## src/rtl/ctrl_pkg.sv

```systemverilog
// rtl/ctrl_pkg.sv - shared types and encodings for the multi-cycle control unit
// Contents: state enum, opcode constants, ALU op codes, datapath mux encodings, state helper.
package ctrl_pkg;

    typedef enum logic [3:0] {
        S_FETCH,
        S_DECODE,
        S_JMP,
        S_JMPI,
        S_ALU_EX,
        S_ALU_WB,
        S_ALUI_EX,
        S_ALUI_WB,
        S_BR,
        S_ADDR,
        S_LD_MEM,
        S_LD_WB,
        S_ST_MEM,
        S_HALT,
        S_FAULT
    } state_e;

    localparam int OP_JMP  = 0;
    localparam int OP_JMPI = 1;
    localparam int OP_ALU  = 2;
    localparam int OP_ALUI = 3;
    localparam int OP_BR   = 4;
    localparam int OP_LD   = 5;
    localparam int OP_ST   = 6;
    localparam int OP_HALT = 7;

    localparam int ALU_ADD = 0;
    localparam int ALU_CMP = 1;

    localparam logic [1:0] PC_SEL_ALU = 2'b00;
    localparam logic [1:0] PC_SEL_BR  = 2'b01;
    localparam logic [1:0] PC_SEL_JMP = 2'b10;

    localparam logic [1:0] B_SEL_REG  = 2'b00;
    localparam logic [1:0] B_SEL_FOUR = 2'b01;
    localparam logic [1:0] B_SEL_IMM  = 2'b10;

    localparam logic [1:0] RW_SEL_RD  = 2'b00;
    localparam logic [1:0] RW_SEL_RT  = 2'b01;

    // States that hold mem_req and wait on mem_ready.
    function automatic logic is_mem_state(state_e s);
        return (s == S_FETCH) || (s == S_LD_MEM) || (s == S_ST_MEM);
    endfunction

endpackage

```

## src/rtl/ctrl_unit_mc_if.sv

```systemverilog
// rtl/ctrl_unit_mc_if.sv - memory request/ready handshake between control unit and memory
// Signals: mem_req, memAdrSel, memWrCtl (controller -> memory), mem_ready (memory -> controller).
// Modports: master (controller side), slave (memory side).
interface ctrl_unit_mc_if;
    logic mem_req;
    logic mem_ready;
    logic memAdrSel;
    logic memWrCtl;

    modport master (output mem_req, output memAdrSel, output memWrCtl, input mem_ready);
    modport slave  (input mem_req, input memAdrSel, input memWrCtl, output mem_ready);
endinterface

```

## src/rtl/ctrl_mem_wait.sv

```systemverilog
// rtl/ctrl_mem_wait.sv - memory wait-state counter with bounded timeout
// Ports: clk, reset (sync, active-high); in_mem (FSM is in a memory state), mem_ready;
//        wait_tmo (give up this cycle), wait_clr (counter clears this cycle).
module ctrl_mem_wait
    import ctrl_pkg::*;
#(
    parameter int MEM_TIMEOUT = 16
) (
    input  logic clk,
    input  logic reset,
    input  logic in_mem,
    input  logic mem_ready,
    output logic wait_tmo,
    output logic wait_clr
);
    localparam int CW = $clog2(MEM_TIMEOUT);
    localparam logic [CW-1:0] CNT_LAST = CW'(MEM_TIMEOUT - 1);

    logic [CW-1:0] cnt_q, cnt_d;

    // Outside memory states the counter sits at zero, so every entry into a
    // memory state starts from zero without needing to detect the entry edge.
    always_comb begin
        wait_clr = !in_mem || mem_ready;
        wait_tmo = in_mem && !mem_ready && (cnt_q == CNT_LAST);
        cnt_d    = wait_clr ? '0 : cnt_q + 1'b1;
    end

    always_ff @(posedge clk) begin
        if (reset) begin
            cnt_q <= '0;
        end else begin
            cnt_q <= cnt_d;
        end
    end
endmodule

```

## src/rtl/ctrl_unit_mc.sv

```systemverilog
// rtl/ctrl_unit_mc.sv - multi-cycle control FSM with memory handshake, timeout and fault reporting
// Optional feature macro: CTRL_PERF_CNT_EN adds cyc_cnt/instr_cnt counters (PERF_W bits).
// Ports: clk, reset (sync, active-high); codop, alu_func, br_cond from IR/decoder/flags;
//        mem (master) memory handshake; ir_ld, pcWrSel, pcCtrl, aluOp, aluASel, aluBSel,
//        regWCtl, regDataSel, regWSel to datapath; halted, fault (sticky), illegal (pulse).
module ctrl_unit_mc
    import ctrl_pkg::*;
#(
    parameter int OPCODE_WIDTH  = 4,
    parameter int ALU_SEL_WIDTH = 4,
`ifdef CTRL_PERF_CNT_EN
    parameter int PERF_W        = 32,
`endif
    parameter int MEM_TIMEOUT   = 16
) (
    input  logic                     clk,
    input  logic                     reset,
    input  logic [OPCODE_WIDTH-1:0]  codop,
    input  logic [ALU_SEL_WIDTH-1:0] alu_func,
    input  logic                     br_cond,
    ctrl_unit_mc_if.master           mem,
    output logic                     ir_ld,
    output logic [1:0]               pcWrSel,
    output logic                     pcCtrl,
    output logic [ALU_SEL_WIDTH-1:0] aluOp,
    output logic                     aluASel,
    output logic [1:0]               aluBSel,
    output logic                     regWCtl,
    output logic                     regDataSel,
    output logic [1:0]               regWSel,
    output logic                     halted,
    output logic                     fault,
`ifdef CTRL_PERF_CNT_EN
    output logic                     illegal,
    output logic [PERF_W-1:0]        cyc_cnt,
    output logic [PERF_W-1:0]        instr_cnt
`else
    output logic                     illegal
`endif
);
    state_e state_q, state_d;
    logic   wait_tmo, wait_clr;

    ctrl_mem_wait #(.MEM_TIMEOUT(MEM_TIMEOUT)) u_mem_wait (
        .clk       (clk),
        .reset     (reset),
        .in_mem    (is_mem_state(state_q)),
        .mem_ready (mem.mem_ready),
        .wait_tmo  (wait_tmo),
        .wait_clr  (wait_clr)
    );

    always_ff @(posedge clk) begin
        if (reset) begin
            state_q <= S_FETCH;
        end else begin
            state_q <= state_d;
        end
    end

    // In a memory state wait_clr is exactly "access completes this cycle".
    always_comb begin
        state_d = state_q;
        case (state_q)
            S_FETCH:   if (wait_clr) state_d = S_DECODE;
            S_DECODE: begin
                case (int'(codop))
                    OP_JMP:       state_d = S_JMP;
                    OP_JMPI:      state_d = S_JMPI;
                    OP_ALU:       state_d = S_ALU_EX;
                    OP_ALUI:      state_d = S_ALUI_EX;
                    OP_BR:        state_d = S_BR;
                    OP_LD, OP_ST: state_d = S_ADDR;
                    OP_HALT:      state_d = S_HALT;
                    default:      state_d = S_FETCH;
                endcase
            end
            S_JMP, S_JMPI, S_ALU_WB, S_ALUI_WB, S_BR, S_LD_WB: state_d = S_FETCH;
            S_ALU_EX:  state_d = S_ALU_WB;
            S_ALUI_EX: state_d = S_ALUI_WB;
            S_ADDR:    state_d = (int'(codop) == OP_LD) ? S_LD_MEM : S_ST_MEM;
            S_LD_MEM:  if (wait_clr) state_d = S_LD_WB;
            S_ST_MEM:  if (wait_clr) state_d = S_FETCH;
            S_HALT, S_FAULT: state_d = state_q;
            default:   state_d = S_FETCH;
        endcase
        // Timeout is only raised when mem_ready is low, so a late ready still wins.
        if (wait_tmo) begin
            state_d = S_FAULT;
        end
    end

    // Outputs are forced to defaults while reset is held, which also drops
    // any outstanding memory request.
    always_comb begin
        mem.mem_req   = 1'b0;
        mem.memAdrSel = 1'b0;
        mem.memWrCtl  = 1'b0;
        ir_ld         = 1'b0;
        pcWrSel       = PC_SEL_ALU;
        pcCtrl        = 1'b0;
        aluOp         = ALU_SEL_WIDTH'(ALU_ADD);
        aluASel       = 1'b0;
        aluBSel       = B_SEL_REG;
        regWCtl       = 1'b0;
        regDataSel    = 1'b0;
        regWSel       = RW_SEL_RD;
        halted        = 1'b0;
        fault         = 1'b0;
        illegal       = 1'b0;
        if (!reset) begin
            case (state_q)
                S_FETCH: begin
                    mem.mem_req = 1'b1;
                    aluBSel     = B_SEL_FOUR;
                    pcCtrl      = mem.mem_ready;
                    ir_ld       = mem.mem_ready;
                end
                S_DECODE: begin
                    aluBSel = B_SEL_IMM;
                    illegal = (int'(codop) > OP_HALT);
                end
                S_JMP: begin
                    pcCtrl  = 1'b1;
                    pcWrSel = PC_SEL_JMP;
                end
                S_JMPI:    pcCtrl = 1'b1;
                S_ALU_EX, S_ALUI_EX: begin
                    aluOp   = alu_func;
                    aluASel = 1'b1;
                    aluBSel = (state_q == S_ALUI_EX) ? B_SEL_IMM : B_SEL_REG;
                end
                S_ALU_WB, S_ALUI_WB: begin
                    regWCtl    = 1'b1;
                    regDataSel = 1'b1;
                    regWSel    = (state_q == S_ALUI_WB) ? RW_SEL_RT : RW_SEL_RD;
                end
                S_BR: begin
                    aluOp   = ALU_SEL_WIDTH'(ALU_CMP);
                    aluASel = 1'b1;
                    pcWrSel = PC_SEL_BR;
                    pcCtrl  = br_cond;
                end
                S_ADDR: begin
                    aluASel = 1'b1;
                    aluBSel = B_SEL_IMM;
                end
                S_LD_MEM, S_ST_MEM: begin
                    mem.mem_req   = 1'b1;
                    mem.memAdrSel = 1'b1;
                    mem.memWrCtl  = (state_q == S_ST_MEM);
                end
                S_LD_WB: begin
                    regWCtl = 1'b1;
                    regWSel = RW_SEL_RT;
                end
                S_HALT:  halted = 1'b1;
                S_FAULT: fault  = 1'b1;
                default: ;
            endcase
        end
    end

`ifdef CTRL_PERF_CNT_EN
    logic [PERF_W-1:0] cyc_cnt_q, cyc_cnt_d, instr_cnt_q, instr_cnt_d;
    logic              retire;

    // An instruction retires when it returns to FETCH from its last state;
    // illegal skips leave from DECODE and are therefore not counted.
    always_comb begin
        retire      = (state_d == S_FETCH) &&
                      (state_q inside {S_JMP, S_JMPI, S_ALU_WB, S_ALUI_WB, S_BR, S_LD_WB, S_ST_MEM});
        cyc_cnt_d   = cyc_cnt_q;
        instr_cnt_d = instr_cnt_q;
        if (state_q != S_HALT && state_q != S_FAULT) begin
            cyc_cnt_d = cyc_cnt_q + 1'b1;
        end
        if (retire) begin
            instr_cnt_d = instr_cnt_q + 1'b1;
        end
    end

    always_ff @(posedge clk) begin
        if (reset) begin
            cyc_cnt_q   <= '0;
            instr_cnt_q <= '0;
        end else begin
            cyc_cnt_q   <= cyc_cnt_d;
            instr_cnt_q <= instr_cnt_d;
        end
    end

    assign cyc_cnt   = cyc_cnt_q;
    assign instr_cnt = instr_cnt_q;
`endif
endmodule

```

## src/flat_wrapper.sv

```systemverilog
// flat-port wrapper written by rule: the top's interface ports become plain ports
module ctrl_unit_mc_flat import ctrl_pkg::*;
#(
    parameter int OPCODE_WIDTH  = 4,
    parameter int ALU_SEL_WIDTH = 4,

    parameter int MEM_TIMEOUT   = 16
)
  (clk, reset, codop, alu_func, br_cond, ir_ld, pcWrSel, pcCtrl, aluOp, aluASel, aluBSel, regWCtl, regDataSel, regWSel, halted, fault, illegal, mem_mem_req, mem_memAdrSel, mem_memWrCtl, mem_mem_ready);
  ctrl_unit_mc_if mem_i ();
  input  logic clk;
  input  logic reset;
  input  logic [OPCODE_WIDTH-1:0] codop;
  input  logic [ALU_SEL_WIDTH-1:0] alu_func;
  input  logic br_cond;
  output logic ir_ld;
  output logic [1:0] pcWrSel;
  output logic pcCtrl;
  output logic [ALU_SEL_WIDTH-1:0] aluOp;
  output logic aluASel;
  output logic [1:0] aluBSel;
  output logic regWCtl;
  output logic regDataSel;
  output logic [1:0] regWSel;
  output logic halted;
  output logic fault;
  output logic illegal;
  output wire logic [$bits(mem_i.mem_req)-1:0] mem_mem_req;
  output wire logic [$bits(mem_i.memAdrSel)-1:0] mem_memAdrSel;
  output wire logic [$bits(mem_i.memWrCtl)-1:0] mem_memWrCtl;
  input wire logic [$bits(mem_i.mem_ready)-1:0] mem_mem_ready;
  assign mem_mem_req = mem_i.mem_req;
  assign mem_memAdrSel = mem_i.memAdrSel;
  assign mem_memWrCtl = mem_i.memWrCtl;
  assign mem_i.mem_ready = mem_mem_ready;
  ctrl_unit_mc #(.OPCODE_WIDTH(OPCODE_WIDTH), .ALU_SEL_WIDTH(ALU_SEL_WIDTH), .MEM_TIMEOUT(MEM_TIMEOUT)) u_core (.clk(clk), .reset(reset), .codop(codop), .alu_func(alu_func), .br_cond(br_cond), .mem(mem_i), .ir_ld(ir_ld), .pcWrSel(pcWrSel), .pcCtrl(pcCtrl), .aluOp(aluOp), .aluASel(aluASel), .aluBSel(aluBSel), .regWCtl(regWCtl), .regDataSel(regDataSel), .regWSel(regWSel), .halted(halted), .fault(fault), .illegal(illegal));
endmodule
```

## config.mk

```make
export PLATFORM = sky130hd
export DESIGN_NAME = ctrl_unit_mc_flat
export DESIGN_NICKNAME = d
export VERILOG_FILES = /design/src/rtl/ctrl_pkg.sv /design/src/rtl/ctrl_unit_mc_if.sv /design/src/rtl/ctrl_mem_wait.sv /design/src/rtl/ctrl_unit_mc.sv /design/src/flat_wrapper.sv
export SDC_FILE = /design/constraint.sdc
export NUM_CORES = 1
export LEC_CHECK = 0
export BUFFER_PORTS_ARGS = -buffer_cell sky130_fd_sc_hd__buf_4
export CORE_MARGIN = 1.5
export CORE_UTILIZATION = 45
export CTS_CLUSTER_DIAMETER = 80
export CTS_CLUSTER_SIZE = 20
export DETAILED_ROUTE_END_ITERATION = 8
export PLACE_DENSITY = 0.84
export SYNTH_ARGS = -nofsm -noshare
export SYNTH_HDL_FRONTEND = slang
export SYNTH_SLANG_ARGS = --single-unit
```

## constraint.sdc

```tcl
create_clock -name clk -period 1.55 [get_ports clk]
set_input_delay 0.0775 -clock clk [delete_from_list [all_inputs] [get_ports clk]]
set_output_delay 0.0775 -clock clk [all_outputs]
set_load 0.01 [all_outputs]
```

Yosys cells after proc, flatten, opt, wreduce, memory -nomap -nowiden --
Memories as Yosys holds them, arrays and structs flattened. Index checks and enable logic that the tools add are counted. Widths: inputs -> output; s select.
Storage, ports and cells: memory bits (read-only) 32, bits in registers 8, logic and storage cells 90, memories kept 1
Operators by class: equality and inequality tests 23, $lt $le $gt $ge 1, mux-type cells 39, reduce and logical (&&, ||, !) cells 21, add/sub/neg operators 1, bitwise logic cells 1
Memories:
- (name not given) | words 8, bits a word 4, rd ports 1, clocked after Yosys merged registers in 0, write ports 0, RTL line ctrl_unit_mc.sv:67 | case (int'(codop))
Operators by type and width (count):
- $eq 4x4->1 const B | 9
- $pmux 4 s8 | 1
- $mux 4 | 6
- $mux 1 | 22
- $eq 4x3->1 const B | 4
- $reduce_or 2->1 | 8
- $ne 3x3->1 const B | 3
- $eq 4x2->1 const B | 2
- $mux 2 | 4
- $ne 2x2->1 const B | 4
- $pmux 2 s2 | 2
- $pmux 4 s2 | 1
- $reduce_and 4->1 | 2
- $pmux 2 s3 | 1
- $reduce_or 3->1 | 2
- $add 4x1->4 const B | 1
- $eq 4x1->1 const B | 1
- $gt 4x3->1 const B | 1
- $logic_not 4->1 | 1
- $reduce_or 4->1 | 1
- $logic_or 1x1->1 | 3
- $mux 3 | 1
- $pmux 1 s3 | 1
- $logic_and 1x1->1 | 2
- 2 further kinds | 3

Depth between registers and ports, before layout --
Gate-level depths: netlist of run 1.
word-level depth 8, mapped depth 6, depth with buffers taken out 6

By module --
From an unflattened synthesis of run 1, not the netlist that was laid out.
Unflattened totals: cell total of the unflattened synthesis 109, area total of the unflattened synthesis 835.8 µm²
By module, submodules not included:
- ctrl_unit_mc | cells each 93, sequential area each 80.1 µm², area each 666.9 µm², times used 1
- ctrl_mem_wait | cells each 16, sequential area each 80.1 µm², area each 168.9 µm², times used 1

Worst setup path after synthesis of run 1 --
No wires, ideal clock.
path type register -> output, from reg u_core.state_q[2], to out aluOp[0], path slack 0.177 ns, data arrival time 1.296 ns, stages on the path, launching flop included 6, path through dfxtp_1 -> buf_6 -> or2_2 -> buf_2 -> nor3_2 -> a31o_2
On the way: longest elaborated chain between the ends 4
Ends and longest elaborated chain:
- start: declaration | RTL line ctrl_unit_mc.sv:41 | state_e state_q, state_d;
- start signal: assignment | RTL line ctrl_unit_mc.sv:57 | state_q <= state_d;
- $eq 4x3->1 | RTL line ctrl_unit_mc.sv:112 | case (state_q)
- $reduce_or 2->1 | RTL line ctrl_unit_mc.sv:112
- $pmux 4 s2 * | RTL line ctrl_unit_mc.sv:112
- $mux 4 * | RTL line ctrl_unit_mc.sv:111 | if (!reset) begin
- end: declaration | RTL line flat_wrapper.sv:19 | output logic [ALU_SEL_WIDTH-1:0] aluOp;
Mark *: on every way between the ends. The rest lies on a longest branch, timed or not.

Worst setup path in the final report of run 1 --
from reg u_core.state_q[0], to out regWSel[0]
On the way: longest elaborated chain between the ends 4
Ends and longest elaborated chain:
- $eq 4x3->1, on equally long branches | RTL line ctrl_unit_mc.sv:112, ctrl_unit_mc.sv:136
- $mux 1 / $reduce_or 2->1 (equally long branches) | RTL line ctrl_unit_mc.sv:136, ctrl_unit_mc.sv:112
- $pmux 2 s2 * | RTL line ctrl_unit_mc.sv:112
- $mux 2 * | RTL line ctrl_unit_mc.sv:111
- end: declaration | RTL line flat_wrapper.sv:24 | output logic [1:0] regWSel;
Marks and branches as above.

==> out/metrics.cfg, run 1 <==
[logic_synthesis]
synthMuxAreaShare_pct = 0
ys_ff_latch = 8
ys_types = 38
synthAdderAreaFrac_pct = 1.49
syn_avg_cell_area_um2 = 6.90
syn_area_um2 = 842
synth_edf_count = 0
synth_xor_area_share_pct = 4.16
synth-compound-area-share_pct = 17.7
synth-simple-area-share_pct = 48.0
yosysSeqAreaShare_pct = 19.0
postSynth.asyncResetShare_pct = 0
ys.warnings.count = 0
postSynthCellCount = 122
synth_flop_cell = dfxtp_1
synth_nets = 135
synth_top_family_by_area = simple AND/OR/NAND/NOR gates

[run_status]
outcome = completed

[hold_path]
hp-class = in2reg
holdPathEnd = u_core.state_q[2]$_SDFFE_PP0P_
holdPathStages = 2
hp-start = reset

[final_layout]
stdcell_area_um2 = 1230
layout-drive-gt1-share_pct = 42.9
diodes = 0
syn_to_final_growth_pct = 45.8
utilization_pct = 70.3
nFillCells = 148
nNetsFinal = 176

[cts]
clk_pin_slew_ns = 0.05
clock_latency_ns = 0.25
cts_tree = built
cts_root_buffer = clkbuf_4
clockBufferDepth = 2
ctsHtreeMaxLevel = 1
cts_buffers = 3
cts_sinks = 8

[sta]
setup-violations-final = 0
hold-worst-slack_ns = 0.0599
fin_crit_sh_pct = 99.1
drv_slew = 0
min_period_ns = 1.54
fmax_ghz = 0.651
rsz0062_at_grt = yes
skew_ns = 0.00148
finalSetupTns_ns = 0
hold_viol_final = 0

[placed_design]
port_buffers = 31
place_hpwl_um = 1800
place_area_um2 = 1110
gp_congestion = 0.881

[critical_path]
slowest_stage = dfxtp_2
cp_common_cell = buf_4
end_kind = primary output
worst_setup_path_start_kind = register
required_ns = 1.47
r2r_end = u_core.state_q[3]$_SDFFE_PP0P_
path_max_fanout = 10
r2r-start = u_core.state_q[1]$_SDFFE_PP0P_
worst_r2r_path_depth = 6
startpoint = u_core.state_q[0]$_SDFFE_PP0P_
arrival_ns = 1.46
critical_path_class = reg2out
critPathMaxStageDelay_ns = 0.43
path_cells = buf_4, nand2b_1, nor3b_1, buf_4
rrSetupSlack_ns = 0.09

[floorplan]
die_w_um = 46.3
fp-row-count = 15
io_pins = 33
coreArea_um2 = 1750
die_h_um = 46.3
start_util_pct = 48.2
dieArea_um2 = 2140

[power_and_ir_drop]
cellLeakagePower_nw = 0.529
power_density_nw_per_um2 = 597
peakVddDrop_mv = 0.412

[global_routing]
grt_remaining_overflow = 0
grt_pass1_wl_um = 3810
grt_pass1_vias = 906
grt_max_degree = 11
antenna_found_initial = 0
grt_usage_pct = 24.7

[detailed_routing]
wirelength_um = 2470
ant_nets = 0
vias = 1002
via_per_inst = 5.39
wl_per_cell_um = 13.3
drc = 0
drt_pass1_iterations = 4
drt_iter0_markers = 28

[run]
max_cap_violations = 0

==> synthesized netlist by cell type, drive strengths merged, types with 3 or more instances <==
master	instances	area share [%]
nor2b	5	4.0
o22ai	3	3.0
a21oi	10	6.4
nand2b	6	4.5
nor2	26	12
buf	9	7.4
dfxtp	8	19
or2	6	4.8
xnor2	3	3.1
inv	4	1.8
and3	4	3.0
nand3	4	2.4
nand2	8	3.6
nor3	8	7.3
==> stage by stage <==
| step | std cells | power (mW) | setup WS (ns) |
|---|---|---|---|
| floorplan | 122 | 0.440 | 0.177 |
| global placement | 178 | 0.535 | 0.0699 |
| detailed placement | 178 | 0.544 | 0.0642 |
| CTS | 183 | 0.716 | 0.0111 |
| global route | 186 | 0.781 | -0.0390 |
| finish | 186 | 0.733 | 0.0141 |
==> area by class of cell <==
| cell class | count | area (µm²) | area share (%) |
|---|---|---|---|
| well taps | 25 | 31.3 | 2.55 |
| flip-flops and latches | 8 | 170 | 13.9 |
| inverters | 4 | 15.0 | 1.22 |
| repair buffers | 45 | 349 | 28.4 |
| clock buffers | 3 | 22.5 | 1.83 |
| multi-input cells | 101 | 639 | 52.1 |
==> layer usage <==
metal | GRT usage (%) | share of wire, % | vias up
li1 | - | - | 492
met1 | 29.0 | 42 | 459
met2 | 42.5 | 51 | 43
met3 | 3.14 | 5.5 | 8
met4 | 13.7 | 2.1 | 0
met5 | 0 | 0 | -
==> cell families (layout without fill, tap and decap cells) <==
group,after synthesis,count (layout)
simple gates,73,73
compound gates,22,22
buf+inv,13,52
flops,8,8
xor+xnor,4,4
fa+ha+maj,1,1
other cells,1,1
==> worst max-delay path: cells and delay by family (launching register included) <==
| family | cells | cell delay [ns] |
|---|---|---|
| buffers and inverters | 2 | 0.37 |
| AND/OR/NAND/NOR | 2 | 0.39 |
| flip-flops | 1 | 0.43 |
==> worst max-delay path by stage <==
stage	to	slack, ns	cells after the start
2_1_floorplan	aluOp[0]	0.18	5
6_report	regWSel[0]	0.01	4
3_3_place_gp	mem_mem_req	0.07	5
5_1_grt	regWSel[0]	-0.04	4
3_5_place_dp	mem_mem_req	0.06	5
4_1_cts	ir_ld	0.01	5
==> flip-flops by register name (all words and copies together), names as in the netlist <==
| signal | flops |
|---|---|
| u_core.state_q | 4 |
| u_core.u_mem_wait.cnt_q | 4 |
==> cells in the final DEF (no fill, tap or decap), types with 2 or more instances in the layout <==
| master | n |
|---|---|
| a21oi_1 | 9 |
| and3_1 | 4 |
| buf_4 | 42 |
| buf_6 | 3 |
| clkbuf_4 | 3 |
| dfxtp_1 | 4 |
| dfxtp_2 | 2 |
| dfxtp_4 | 2 |
| inv_1 | 4 |
| nand2_1 | 8 |
| nand2b_1 | 6 |
| nand3_1 | 4 |
| nor2_1 | 24 |
| nor2b_1 | 3 |
| nor3_1 | 5 |
| nor3_4 | 3 |
| nor3b_1 | 2 |
| o21ai_0 | 2 |
| o22ai_1 | 2 |
| o32ai_1 | 2 |
| or2_1 | 2 |
| or2_2 | 2 |
| or2_4 | 2 |
| xnor2_1 | 3 |
==> where the power goes <==
group | internal, mW | switching [mW]
sequential | 0.218 | 0.0267
clock | 0.0886 | 0.0714
combinational | 0.161 | 0.167
total | 0.468 | 0.265
==> timing repair <==
action / in CTS / in global routing
gates resized for setup: 10 / 8
setup endpoints to repair: 15 / 8
cloned: 0 / 0
hold buffers: 0 / 0
setup buffers: 2 / 3
hold endpoints to repair: 0 / 0
pin swaps: 1 / 1
No activity file was read; power rests on OpenSTA's default activity.
==> run 2, diff against run 1 <==
REMOVE_ABC_BUFFERS = 1   (was unset)
==> out/metrics.cfg, run 2 (synthesis gave the netlist of run 1 again) <==
[run_status]
outcome = completed  ; unchanged

[critical_path]
path_max_fanout = 5  ; was 10
worst_r2r_path_depth = 6  ; unchanged
arrival_ns = 1.45  ; was 1.46 ns
path_cells = buf_6, or2_4, nor3_4, and2_4, buf_6  ; was buf_4, nand2b_1, nor3b_1, buf_4
endpoint = ir_ld  ; was regWSel[0]
cp_common_cell = buf_6  ; was buf_4
critical_path_class = reg2out  ; unchanged
critPathMaxStageDelay_ns = 0.35  ; was 0.43 ns
path_buf_inv = 2  ; unchanged
worst_setup_path_start_kind = register  ; unchanged
startpoint = u_core.state_q[1]$_SDFFE_PP0P_  ; was u_core.state_q[0]$_SDFFE_PP0P_
rrSetupSlack_ns = 0.06  ; was 0.09 ns
path_delay_family = simple AND/OR/NAND/NOR gates  ; was flip-flops
end_kind = primary output  ; unchanged
cp_num_cells = 5  ; was 4
r2r_end = u_core.state_q[1]$_SDFFE_PP0P_  ; was u_core.state_q[3]$_SDFFE_PP0P_
slowest_stage = dfxtp_4  ; was dfxtp_2
r2r-start = u_core.state_q[2]$_SDFFE_PP0P_  ; was u_core.state_q[1]$_SDFFE_PP0P_
required_ns = 1.47  ; about the same

[final_layout]
utilization_pct = 72.9  ; was 70.3%
nNetsFinal = 178  ; was 176
syn_to_final_growth_pct = 51.1  ; was 45.8%
stdcell_area_um2 = 1270  ; was 1230 µm²
diodes = 0  ; unchanged
layout-drive-gt1-share_pct = 47.2  ; was 42.9%
layout_common_cells = buf_4 (43), nor2_1 (23), a21oi_1 (9)  ; was buf_4 (42), nor2_1 (24), a21oi_1 (9)
nFillCells = 132  ; was 148
reg.largest.list = u_core.state_q: 4 flops, u_core.u_mem_wait.cnt_q: 4 flops  ; unchanged
layout_commonest_cell = buf_4  ; unchanged

[power_and_ir_drop]
power_density_nw_per_um2 = 598  ; was 597 nW/µm²
peakVddDrop_mv = 0.473  ; was 0.412 mV
finalPower_mw = 0.761  ; was 0.733 mW
cellLeakagePower_nw = 0.543  ; was 0.529 nW

[sta]
hold-worst-slack_ns = 0.0756  ; was 0.0599 ns
setup-violations-final = 0  ; unchanged
hold_viol_final = 0  ; unchanged
drv_slew = 0  ; unchanged
fmax_ghz = 0.656  ; was 0.651 GHz
finalSetupTns_ns = 0  ; unchanged
rsz0062_at_grt = yes  ; unchanged
fin_crit_sh_pct = 98.3  ; was 99.1%
skew_ns = 0.00617  ; was 0.00148 ns
min_period_ns = 1.52  ; was 1.54 ns

[floorplan]
die_h_um = 46.3  ; unchanged
coreArea_um2 = 1750  ; unchanged
dieArea_um2 = 2140  ; unchanged
io_pins = 33  ; unchanged
die_w_um = 46.3  ; unchanged
start_util_pct = 48.2  ; unchanged
fp-row-count = 15  ; unchanged

[cts]
clockBufferDepth = 2  ; unchanged
clk_pin_slew_ns = 0.06  ; was 0.05 ns
cts_buffers = 3  ; unchanged
cts_root_buffer = clkbuf_4  ; unchanged
clock_latency_ns = 0.25  ; about the same
cts_tree = built  ; unchanged
ctsHtreeMaxLevel = 1  ; unchanged
cts_sinks = 8  ; unchanged
postCtsHoldBufs = 0  ; unchanged

[detailed_routing]
drt_pass1_iterations = 4  ; unchanged
drt_iter0_markers = 32  ; was 28
ant_nets = 0  ; unchanged
drc = 0  ; unchanged
wl_per_cell_um = 14.0  ; was 13.3 µm
vias = 1046  ; was 1,002
wirelength_um = 2640  ; was 2470 µm
via_per_inst = 5.56  ; was 5.39

[global_routing]
grt_pass1_wl_um = 3800  ; was 3810 µm
grt_max_degree = 12  ; was 11
grt_remaining_overflow = 0  ; unchanged
antenna_found_initial = 0  ; unchanged
grt_usage_pct = 24.4  ; was 24.7%
grt_pass1_vias = 883  ; was 906

[placed_design]
port_buffers = 31  ; unchanged
place_area_um2 = 1100  ; was 1110 µm²
gp_congestion = 0.869  ; was 0.881
place_hpwl_um = 1720  ; was 1800 µm

[hold_path]
hp-class = in2reg  ; unchanged

[run]
max_cap_violations = 0  ; unchanged

## run 2: worst min path at each step
| stage | start | endpoint | slack, ns | cells after the start |
|---|---|---|---|---|
| floorplan | reset | u_core.state_q[2]$_SDFFE_PP0P_ | 0.15 | 1 |
| global placement | reset | u_core.state_q[2]$_SDFFE_PP0P_ | 0.32 | 2 |
| detailed placement | reset | u_core.state_q[2]$_SDFFE_PP0P_ | 0.33 | 2 |
| CTS | reset | u_core.state_q[2]$_SDFFE_PP0P_ | 0.05 | 2 |
| global route | reset | u_core.state_q[2]$_SDFFE_PP0P_ | 0.08 | 2 |
| finish | reset | u_core.state_q[2]$_SDFFE_PP0P_ | 0.08 | 2 |
## run 2: metrics by stage
step,worst slack [ns],std cells
5_1_grt,-0.0135,188
6_report,0.0266,188
3_3_place_gp,0.0808,176
4_1_cts,-0.000678,187
2_1_floorplan,-0.00326,113
3_5_place_dp,0.0349,176
## run 2: area by class of cell
cell class	instances	area, µm²	area share (%)
repair buffers	47	368	28.9
well taps	25	31.3	2.46
flip-flops and latches	8	173	13.6
clock buffers	3	22.5	1.77
inverters	4	15.0	1.18
multi-input cells	101	663	52.1
## run 2: layer usage
| layer | track usage [%] | vias up | share of wire (%) | wire length (µm) |
|---|---|---|---|---|
| li1 | - | 493 | - | - |
| met1 | 29.6 | 475 | 40 | 1070 |
| met2 | 42.5 | 66 | 50 | 1320 |
| met3 | 1.57 | 12 | 7.0 | 185 |
| met4 | 12.6 | 0 | 2.4 | 64 |
| met5 | 0 | - | 0 | 0 |
## run 2: timing repair
action / in CTS / in global routing
endpoints found under the setup margin: 14 / 12
pin swaps: 3 / 6
gates resized for setup: 10 / 16
buffers inserted: 8 / 2
## run 2: power by group
| part | switching, mW | internal [mW] | leakage (nW) |
|---|---|---|---|
| Clock | 0.0671 | 0.0884 | 0.0138 |
| Sequential | 0.0202 | 0.219 | 0.0677 |
| Combinational | 0.185 | 0.182 | 0.461 |
| Total | 0.272 | 0.489 | 0.543 |
